<file path="src/rtl/pool_pkg.sv">
// pool_pkg: shared FSM states, beat indices and sizing helpers for the 2x2 window feeder
package pool_pkg;
  typedef enum logic [2:0] {S_EVEN, S_ODD_A, S_ODD_B, S_E1, S_E2, S_E3, S_E4} state_t;
  localparam logic [1:0] TL = 2'd0;
  localparam logic [1:0] TR = 2'd1;
  localparam logic [1:0] BL = 2'd2;
  localparam logic [1:0] BR = 2'd3;
  function automatic int cnt_w(input int n);
    return (n > 1) ? $clog2(n) : 1;
  endfunction
  function automatic int beat_off(input logic [1:0] b, input int w);
    return (b[1] ? w : 0) + (b[0] ? 1 : 0);
  endfunction
endpackage

</file>
<file path="src/rtl/pool_line_buffer.sv">
// pool_line_buffer: one feature-map row of pixels, one write port, two adjacent-column read ports
module pool_line_buffer #(
  parameter int DATA_WIDTH = 8,
  parameter int IMG_W      = 8,
  parameter int COL_W      = 3
) (
  input  logic                  clk,
  input  logic                  we,
  input  logic [COL_W-1:0]      wa,
  input  logic [DATA_WIDTH-1:0] wd,
  input  logic [COL_W-1:0]      ra,
  output logic [DATA_WIDTH-1:0] rd0,
  output logic [DATA_WIDTH-1:0] rd1
);
  logic [DATA_WIDTH-1:0] mem [IMG_W];
  always_ff @(posedge clk)
    if (we) mem[wa] <= wd;
  assign rd0 = mem[ra];
  assign rd1 = mem[ra + COL_W'(1)];
endmodule

</file>
<file path="src/rtl/pool_window_feeder.sv">
// pool_window_feeder: buffers the even row, then replays each 2x2 window as a TL,TR,BL,BR burst
module pool_window_feeder
  import pool_pkg::*;
#(
  parameter int DATA_WIDTH    = 8,
  parameter int ADDRESS_WIDTH = 10,
  parameter int IMG_W         = 8,
  parameter int IMG_H         = 8
) (
  input  logic                     clk,
  input  logic                     rst,
  input  logic                     in_valid_i,
  output logic                     in_ready_o,
  input  logic [DATA_WIDTH-1:0]    in_data_i,
  input  logic                     in_last_i,
  output logic                     act_valid_o,
  output logic [DATA_WIDTH-1:0]    act_result_o,
  output logic [ADDRESS_WIDTH-1:0] act_result_address_o,
  output logic                     act_last_o,
  output logic                     frame_err_o
);
  localparam int COL_W = cnt_w(IMG_W);
  localparam int ROW_W = cnt_w(IMG_H);
  state_t st, ns;
  logic [COL_W-1:0] c, c0;
  logic [ROW_W-1:0] r;
  logic [DATA_WIDTH-1:0] hold_bl, hold_br, lb_tl, lb_tr, beat_d;
  logic [ADDRESS_WIDTH-1:0] top_addr;
  logic [1:0] beat;
  logic last_win, xfer, row_end, frame_end, win_end, emit;
  assign row_end    = c == COL_W'(IMG_W - 1);
  assign frame_end  = row_end && r == ROW_W'(IMG_H - 1);
  assign win_end    = c0 == COL_W'(IMG_W - 2);
  assign in_ready_o = st inside {S_EVEN, S_ODD_A, S_ODD_B} || (st == S_E4 && !win_end);
  assign xfer       = in_valid_i && in_ready_o;
  pool_line_buffer #(.DATA_WIDTH(DATA_WIDTH), .IMG_W(IMG_W), .COL_W(COL_W)) u_lb (
    .clk(clk), .we(xfer && st == S_EVEN), .wa(c), .wd(in_data_i),
    .ra(c0), .rd0(lb_tl), .rd1(lb_tr)
  );
  always_comb begin
    ns = st;
    unique case (st)
      S_EVEN:  ns = (xfer && row_end) ? S_ODD_A : S_EVEN;
      S_ODD_A: ns = xfer ? S_ODD_B : S_ODD_A;
      S_ODD_B: ns = xfer ? S_E1 : S_ODD_B;
      S_E1:    ns = S_E2;
      S_E2:    ns = S_E3;
      S_E3:    ns = S_E4;
      S_E4:    ns = win_end ? S_EVEN : xfer ? S_ODD_B : S_ODD_A;
      default: ns = S_EVEN;
    endcase
  end
  assign emit   = ns inside {S_E1, S_E2, S_E3, S_E4};
  assign beat   = ns == S_E1 ? TL : ns == S_E2 ? TR : ns == S_E3 ? BL : BR;
  assign beat_d = ns == S_E1 ? lb_tl : ns == S_E2 ? lb_tr : ns == S_E3 ? hold_bl : hold_br;
  always_ff @(posedge clk) begin
    if (!rst) begin
      st                   <= S_EVEN;
      r                    <= '0;
      c                    <= '0;
      act_valid_o          <= 1'b0;
      act_result_o         <= '0;
      act_result_address_o <= '0;
      act_last_o           <= 1'b0;
      frame_err_o          <= 1'b0;
    end else begin
      st <= ns;
      if (xfer) begin
        c <= row_end ? '0 : c + 1'b1;
        r <= frame_end ? '0 : row_end ? r + 1'b1 : r;
        if (in_last_i != frame_end) frame_err_o <= 1'b1;
      end
      act_valid_o          <= emit;
      act_result_o         <= emit ? beat_d : '0;
      act_result_address_o <= emit ? top_addr + ADDRESS_WIDTH'(beat_off(beat, IMG_W)) : '0;
      act_last_o           <= ns == S_E4 && last_win;
    end
  end
  // window context is latched when the BL pixel (odd row, even column) arrives
  always_ff @(posedge clk) begin
    if (xfer && (st == S_ODD_A || st == S_E4)) begin
      hold_bl  <= in_data_i;
      c0       <= c;
      top_addr <= ADDRESS_WIDTH'(r - 1'b1) * ADDRESS_WIDTH'(IMG_W) + ADDRESS_WIDTH'(c);
      last_win <= r == ROW_W'(IMG_H - 1) && c == COL_W'(IMG_W - 2);
    end
    if (xfer && st == S_ODD_B) hold_br <= in_data_i;
  end
endmodule

</file>
<file path="config.mk">
export PLATFORM = sky130hd
export DESIGN_NAME = pool_window_feeder
export DESIGN_NICKNAME = d
export VERILOG_FILES = /design/src/rtl/pool_pkg.sv /design/src/rtl/pool_line_buffer.sv /design/src/rtl/pool_window_feeder.sv
export SDC_FILE = /design/constraint.sdc
export NUM_CORES = 1
export LEC_CHECK = 0
export BUFFER_PORTS_ARGS = -buffer_cell sky130_fd_sc_hd__buf_2
export CORE_MARGIN = 3
export CORE_UTILIZATION = 60
export DETAILED_ROUTE_END_ITERATION = 8
export GPL_TIMING_DRIVEN = 0
export PLACE_DENSITY_LB_ADDON = 0.1
export SLEW_MARGIN = 40
export SYNTH_ARGS = -nofsm -noshare
export SYNTH_HDL_FRONTEND = slang
export SYNTH_SLANG_ARGS = --single-unit
</file>
<file path="constraint.sdc">
create_clock -name clk -period 2.7 [get_ports clk]
set_input_delay 0 -clock clk [delete_from_list [all_inputs] [get_ports clk]]
set_output_delay 0 -clock clk [all_outputs]
set_load 0.02 [all_outputs]
</file>
==> flow_metrics.tcl <==
set metrics [dict create \
    status "completed" \
    cap_violations 0 \
    io_pins 34 \
    coreArea_um2 8810 \
    area_delta_synth_final_pct 19.3 \
    power_density_nw_per_um2 663 \
    synth_cells 341 \
    power_frac_comb 0.023 \
    grt_pass1_wl_um 17400 \
    skew_ns 0.0105 \
    layout_common_cells "88 x edfxtp_1, 33 x buf_2, 33 x dfxtp_1, 28 x mux4_2" \
    gp_congestion 0.834 \
    syn_area_um2 5520 \
    yosysUniqueCellTypes 54 \
    clock_sinks 121 \
    insertion_delay_ns 0.51 \
    post_drt_wl_per_cell_um 21.0 \
    hpwlAfterDp_um 7270 \
    antenna_cells 0 \
    p_leak_nw 2.33 \
    die_h_um 102 \
    fp-row-count 34 \
    ctsHtreeMaxLevel 4 \
    cts_made_buffers 17 \
    ir_drop_mv 0.538 \
    setup_viol 0 \
    drtAntennaViolNets 0 \
    ys_warn_count 0 \
    initial_core_util 0.626 \
    hp-class "input port to register" \
    report.final.slew_viol_count 0 \
    async_flop_share 0 \
    max_slew_margin 0.411 \
    power_frac_seq 0.465 \
    cts_tree "done" \
    cp.arrival_ns 2.90 \
    syn_nets 364 \
    grt_max_degree 17 \
    worst_slew_pin_slew_ns 0.881 \
    synth_flop_cell "edfxtp_1" \
    hold_ws_ns 0.350 \
    nNetsFinal 429 \
    ys_seq_elements 121 \
    rsz0062_at_grt "no" \
    crit_type "register to register" \
    cts_max_path_buffers 2 \
    fmax_mhz 394 \
    ys_seq_area_frac 0.599 \
    power_switching_w 0.000889 \
    switching_share 0.204 \
    grt_pass1_vias 3190 \
    num_vias 3174 \
    startpoint_type "register" \
    cp_max_fo 10 \
    synth_area_leaders "edfxtp_1 48%, dfxtp_1 12%, mux4_2 11%, ha_1 2.5%, mux2i_1 2.4%" \
    wl_um 11100 \
    crit_path_end_kind "register" \
    antenna_found_initial 0 \
    drtIter0Drc 224 \
    yosysTopAreaCell "edfxtp_1" \
    drive_above_1_share 0.322 \
    dieArea_um2 10400 \
    min_period_ns 2.54 \
    mostFrequentLayoutCell "edfxtp_1" \
    drc 0 \
    clk_pin_slew_ns 0.06 \
    power_frac_clock 0.512 \
    drtPass1Iterations 5 \
    synth_top_area_frac 0.479 \
    clockRootBuffer "clkbuf_8" \
    internal_power_w 0.00347 \
    synth_edf_count 88 \
    die_w_um 102 \
    grtUsageTotal 0.230 \
    viasPerCell 6.02 \
    numPortBuffers 32 \
    overflow 0 \
    synth.avg_cell_area_um2 16.2 \
    required_ns 3.07 \
    final_cells 527 \
    placedCellCount 481 \
    period_share 0.939 \
    hold_viol 0 \
]
==> power by group through the flow <==
| stage | clock (W) | combinational (W) | sequential (W) |
|---|---|---|---|
| after floorplan | 0 | 0.0000441 | 0.00206 |
| after global placement | 0 | 0.0000812 | 0.00207 |
| after detailed placement | 0 | 0.0000861 | 0.00207 |
| after CTS | 0.00225 | 0.0000988 | 0.00203 |
| after global routing | 0.00234 | 0.000108 | 0.00203 |
| final | 0.00223 | 0.0000985 | 0.00203 |
==> metrics by stage <==
step	cell area [um^2]	util	setup WS [ns]	total power [W]	setup TNS, ns
after detailed placement	5830	0.662	-0.0829	0.00215	-0.151
after global placement	5810	0.660	-0.0740	0.00215	-0.145
after CTS	6560	0.745	0.0106	0.00437	0
final	6580	0.747	0.164	0.00436	0
after global routing	6580	0.747	0.0169	0.00448	0
after floorplan	5520	-	0.288	0.00211	0
==> flip-flops by register name, summed over array words and instances (netlist names), 2 cells and up, named ones only <==
name and cells:
act_result_address_o 10, act_result_o 8, c 3, c0 2, hold_bl 8, hold_br 8, r 3, st 3
top_addr 5, u_lb.mem 64
==> repair_timing <==
item	CTS	global route
gates resized for setup	0	3
cloned	0	0
hold buffers	11	0
setup buffers	3	0
endpoints found under the hold margin	87	0
endpoints found under the setup margin	2	4
pin swaps	1	0
==> final cells by class <==
cell class	instances	area [um^2]
Sequential cell	121	3300
Fill cell	530	2230
Multi-Input combinational cell	189	1980
Clock buffer	19	422
Timing Repair Buffer	46	305
Buffer	19	218
Clock inverter	13	169
Tap cell	108	135
Inverter	12	48.8
==> worst paths after layout <==
path	cells after the start	end	slack, ns	startpoint
worst max-delay path	10	act_result_o[4]$_SDFF_PN0_	0.16	c0[0]$_DFFE_PP_
worst min-delay path	4	r[1]$_SDFFE_PN0P_	0.35	rst
worst min register to register	1	frame_err_o$_SDFFE_PN0P_	0.47	frame_err_o$_SDFFE_PN0P_
worst max register to register	10	act_result_o[4]$_SDFF_PN0_	0.16	c0[0]$_DFFE_PP_
==> routing by layer <==
metal  share of wire  track usage
met1            0.46        0.340
met2            0.47        0.346
met3           0.065       0.0580
met4          0.0077       0.0646
met5               0            0
==> critical path: stages, from the launching register on <==
cell	delay, ns
edfxtp_1	0.42
buf_6	0.20
buf_12	0.17
inv_1	0.07
ha_1	0.27
buf_2	0.21
buf_6	0.20
mux4_2	0.32
and2_1	0.17
a211oi_1	0.26
a2111oi_1	0.09
==> logic make-up after synthesis <==
family | count (synthesis) | share of synthesized area
AND/OR/NAND/NOR | 75 | 0.0760
adder cells (fa/ha/maj) | 11 | 0.0249
AO/OA/AOI/OAI | 47 | 0.0780
multiplexers | 47 | 0.161
XOR/XNOR | 9 | 0.0143
flip-flops | 121 | 0.599
buffers and inverters | 31 | 0.0469
==> cell usage after synthesis (2+ instances only) <==
cell type	number
a2111oi_1	6
a2111oi_2	2
a211oi_1	13
a211oi_2	3
a21bo_1	2
a21boi_1	2
a21oi_1	3
and2_1	9
and3_1	3
buf_12	2
buf_4	2
buf_6	6
clkbuf_8	5
dfxtp_1	33
edfxtp_1	88
ha_1	11
inv_1	12
mux2_2	2
mux2i_1	13
mux4_1	4
mux4_2	28
nand2_1	13
nand2b_1	4
nand3b_1	2
nor2_1	19
nor2b_1	8
nor3_1	6
o21a_1	2
o21ai_0	2
o2bb2ai_1	2
or3_1	4
xnor2_1	3
xor2_1	6
Note: power is estimated with default switching activity, not from simulation.
